$ cat config.mk
export PLATFORM = sky130hd
export DESIGN_NAME = one_bit_comparator
export DESIGN_NICKNAME = d
export VERILOG_FILES = /design/src/rtl/cmp_pkg.sv /design/src/rtl/one_bit_cmp_slice.sv /design/src/rtl/one_bit_comparator.sv
export SDC_FILE = /design/constraint.sdc
export NUM_CORES = 1
export LEC_CHECK = 0
export ABC_AREA = 1
export CAP_MARGIN = 20
export CORE_AREA = 2 2 39 41
export DETAILED_ROUTE_END_ITERATION = 8
export DIE_AREA = 0 0 41 43
export PLACE_DENSITY_LB_ADDON = 0.1
export SYNTH_ARGS = -nofsm -noshare
export SYNTH_HDL_FRONTEND = slang
export SYNTH_HIERARCHICAL = 1
export SYNTH_SLANG_ARGS = --single-unit
$ cat constraint.sdc
create_clock -name clk -period 0.96 [get_ports clk]
set_input_delay 0.288 -clock clk [delete_from_list [all_inputs] [get_ports clk]]
set_output_delay 0.288 -clock clk [all_outputs]
set_load 0.03 [all_outputs]
$ cat src/rtl/cmp_pkg.sv
// Shared types and helpers for the magnitude comparator and its per-bit slices.
package cmp_pkg;

   typedef struct packed {
      logic gt;
      logic eq;
      logic lt;
   } cmp_res_t;

   // Cascade encodings as {gt, lt}; unused cascade inputs tie to CASC_NONE.
   localparam logic [1:0] CASC_NONE = 2'b00;
   localparam logic [1:0] CASC_GT   = 2'b10;
   localparam logic [1:0] CASC_LT   = 2'b01;

   function automatic cmp_res_t make_res(input logic gt, input logic lt);
      cmp_res_t r;
      r.gt = gt;
      r.lt = lt & ~gt;
      r.eq = ~gt & ~lt;
      return r;
   endfunction

endpackage

$ cat src/rtl/one_bit_cmp_slice.sv
// Combinational one-bit compare slice; a decision from a more-significant slice
// passes through unchanged, greater winning if both arrive.
module one_bit_cmp_slice (
   input  logic a_i,
   input  logic b_i,
   input  logic gt_i,
   input  logic lt_i,
   output logic gt_o,
   output logic lt_o
);

   assign gt_o = gt_i | (~lt_i & a_i & ~b_i);
   assign lt_o = ~gt_i & (lt_i | (~a_i & b_i));

endmodule

$ cat src/rtl/one_bit_comparator.sv
// Registered magnitude comparator built from a chain of one-bit slices with
// cascade inputs, optional two's complement compare and a valid flag.
module one_bit_comparator
   import cmp_pkg::*;
#(
   parameter int WIDTH  = 1,
   parameter bit SIGNED = 1'b0
) (
   input  logic             clk,
   input  logic             rst_n,
   input  logic             in_valid,
   input  logic [WIDTH-1:0] a,
   input  logic [WIDTH-1:0] b,
   input  logic             casc_gt_in,
   input  logic             casc_lt_in,
   output logic             out_valid,
   output logic             c,
   output logic             d,
   output logic             e,
   output logic             f
);

   logic [WIDTH:0] gt_chain;
   logic [WIDTH:0] lt_chain;
   cmp_res_t       res;

   assign gt_chain[WIDTH] = casc_gt_in;
   assign lt_chain[WIDTH] = casc_lt_in;

   for (genvar i = 0; i < WIDTH; i++) begin : g_slice
      logic a_bit;
      logic b_bit;
      // A set sign bit means the smaller value, so the MSB slice sees a and b swapped.
      if (SIGNED && (i == WIDTH - 1)) begin : g_sign
         assign a_bit = b[i];
         assign b_bit = a[i];
      end else begin : g_plain
         assign a_bit = a[i];
         assign b_bit = b[i];
      end

      one_bit_cmp_slice u_slice (
         .a_i  (a_bit),
         .b_i  (b_bit),
         .gt_i (gt_chain[i+1]),
         .lt_i (lt_chain[i+1]),
         .gt_o (gt_chain[i]),
         .lt_o (lt_chain[i])
      );
   end

   assign res = make_res(gt_chain[0], lt_chain[0]);

   logic     valid_q, valid_d;
   cmp_res_t flags_q, flags_d;
   logic     ne_q, ne_d;

   always_comb begin
      valid_d = in_valid;
      flags_d = flags_q;
      ne_d    = ne_q;
      if (in_valid) begin
         flags_d = res;
         ne_d    = ~res.eq;
      end
   end

   // Reset clears every flag, so d=0 after reset reads as "no result", not "unequal".
   always_ff @(posedge clk) begin
      if (!rst_n) begin
         valid_q <= 1'b0;
         flags_q <= '0;
         ne_q    <= 1'b0;
      end else begin
         valid_q <= valid_d;
         flags_q <= flags_d;
         ne_q    <= ne_d;
      end
   end

   assign out_valid = valid_q;
   assign c         = flags_q.gt;
   assign d         = flags_q.eq;
   assign e         = flags_q.lt;
   assign f         = ne_q;

endmodule

==> summary.md <==
| Metric | Value |
|---|---|
| Status | `complete, but fails checks` |
| First-pass GRT wire length | `752 um` |
| Average size of a mapped cell | `between 7 and 8 sq um` |
| Cell family with most CP delay | `flip-flops` |
| Final ANT Viol Nets | `0` |
| R2R cell count | `3` |
| Worst r2r dst | `e` |
| Clk buf depth | `2` |
| Core area | `0.00138 sq mm` |
| Final hold slack | `468 ps` |
| Synthesized area | `209 sq um` |
| Worst slew pin tran | `228 ps` |
| Hold Startpoint | `f` |
| Max Cap Viol | `0` |
| Die Wd | `~41 um` |
| Hold Path Cell Cnt | `2` |
| Final Hold Fails | `0` |
| Post-Syn Nets | `35` |
| CP max stage cell | `dfxtp_2` |
| Yosys top cell area share | `0.479` |
| Vias in the first global route | `between 200 and 250` |
| I/O Pins | `12` |
| CTS buffer count | `3` |
| 1st-iter DRT viols | `2` |
| Placed cell area | `327 sq um` |
| Critical Path AT | `700 ps` |
| Yosys reg bits | `5` |
| Reg2reg setup slack | `slightly above 300 ps` |
| IO buf count | `11` |
| Final wirelength | `approximately 470 um` |
| Layout area overhead | `85.6%` |
| Data required, critical path | `670 ps` |
| NumNets Final | `52` |
| CP Max Fanout | `2` |
| Post-route clock period utilization | `1.03` |
| Grt total ovfl | `0` |
| Comb power frac | `0.193` |
| Gr usage total | `0.0702` |
| Clk sink count | `5` |
| Number of vias per cell | `3.82` |
| CTS Root Cell | `clkbuf_4` |
| Clock transition at path regs | `~40 ps` |
| Worst Skew | `0 ps` |
| Sequential power share | `0.392` |
| CP bufs+invs | `1` |
| Slew HR | `0.848` |
| DIE HEIGHT | `43 um` |
| Antenna violations before repair | `0` |
| Post-route setup slack | `-27.3 ps` |
| Pleak | `roughly 0.19 nW` |
| Delay of the slowest critical-path stage | `roughly 330 ps` |
| Final-report max-slew violation count | `0` |
| Reg2Reg Launch Point | `e` |
| Largest net degree at the start of global routing | `8` |
| Die area | `roughly 0.0018 sq mm` |
| CTS tree | `built` |
| Library cells used by synthesis | `13` |
| H-tree levels | `1` |
| Setup crit end kind | `output port` |
| Minimum clock period | `987 ps` |
| Row count | `14` |
| Worst VDD drop | `a little over 0.0003 V` |
| N_diodes | `0` |
| Violations in the final reports | `negative setup slack` |
| Switching component of the power | `0.000156 W` |
| Mapped Cells | `28` |
| Setup CP Type | `reg2out` |
| RSZ-0062 raised after global routing | `yes` |
| Net Sw Frac | `0.264` |
| Pint | `between 0.0004 and 0.0005 W` |
| Cell Pwr Density | `~1500 mW/mm^2` |
| Synth warn | `6` |
| Top cells by area, synth | `dfxtp_1 (48%), a21oi_1 (7.2%), inv_1 (7.2%)` |
| Layout cells sized above 1 | `0.455` |
| Power share of the clock group | `0.415` |
| GPL Wtd Cong | `0.667` |
| Sequential area share after synthesis | `0.479` |
| Hold Path End | `f` |
| DR vias | `about 230` |
| DR pass1 iterations | `2` |
| Setup crit start kind | `flop` |
| Largest area contributor in the netlist | `dfxtp_1` |
| DRC | `0` |
| Worst min-delay path class | `reg2reg` |
| Worst-Skew Late Latency | `between 200 and 250 ps` |
| Hold buffers post-CTS | `0` |
| Max Freq | `approximately 1 GHz` |
| Finished Cell Area | `just under 400 sq um` |
| Setup-failing EPs final | `5` |
| WL/cell | `7.85 um` |
| Worst path cell trace | `buf_6` |
| Initial Util | `0.151` |
## flip-flops by register name, indices dropped and copies added, names as in the netlist
register,cells
f,1
c,1
e,1
d,1
out_valid,1
## through the flow
stage                     setup TNS [ps]  utilization  cells  power (W)  setup WS (ps)
after floorplan                        0            -     28   0.000284            166
after global placement             -1470        0.236     55   0.000339           -383
after detailed placement           -1550        0.236     55   0.000339           -404
after CTS                           -131        0.275     59   0.000597          -32.7
after global routing                -187        0.280     60   0.000617          -44.9
final                              -90.6        0.280     60   0.000590          -27.3
## power groups by stage
stage | Combinational (W) | Clock [W] | Sequential, W
global route | 0.000125 | 0.000260 | 0.000232
detailed placement | 0.000109 | 0 | 0.000230
floorplan | 0.0000299 | 0 | 0.000254
finish | 0.000114 | 0.000245 | 0.000231
CTS | 0.000114 | 0.000252 | 0.000231
global placement | 0.000109 | 0 | 0.000230
## placed cells by master, fill, tap and decap left out
master	instances
buf_4	1
dfxtp_2	5
inv_1	4
a21oi_1	3
nand2_2	2
inv_2	2
buf_6	5
nor2_4	1
o21ai_2	1
clkdlybuf4s50_1	1
nand3b_1	1
o21ai_0	1
o21ai_1	1
clkbuf_4	3
dlygate4sd2_1	5
nor2b_1	1
nand2_1	4
nor2_1	1
nand3_1	1
clkbuf_1	1
## cell usage after synthesis (all sizes together)
master and number:
inv 6, nand2 6, dfxtp 5, a21oi 3, o21ai 3, nor2 2, nand3 1, nand3b 1
nor2b 1
## final cells by class
type	count	area (sq um)
inverter	6	22.5
fill	158	996
tap	16	20.0
sequential	5	106
clock buffer	4	26.3
multi-input combinational	17	95.1
timing repair buffer	12	118
## timing repair
item                                    CTS  global route
resized for setup                        17             0
endpoints found under the setup margin    9             5
buffers inserted                          0             1
pin swaps                                 5             0
## layer usage
| layer | share of wire | GRT usage |
|---|---|---|
| met5 | 0 | 0 |
| met4 | 0.040 | 0.120 |
| met3 | 0.10 | 0.0209 |
| met2 | 0.51 | 0.0938 |
| met1 | 0.34 | 0.0577 |
## worst max path at each step
stage                    start  end  slack [ps]  depth (start not counted)
finish                       c    c         -30                          1
CTS                          c    c         -30                          1
global route                 d    d         -40                          1
detailed placement  casc_lt_in    d        -400                          7
floorplan                    b    d         170                          4
global placement    casc_lt_in    d        -380                          7
## logic make-up after synthesis
| kind of cell | count (synthesis) | synth area share |
|---|---|---|
| compound gates | 6 | 0.144 |
| simple gates | 11 | 0.269 |
| buf+inv | 6 | 0.108 |
| flops | 5 | 0.479 |
No activity file was read; power rests on OpenSTA's default activity.
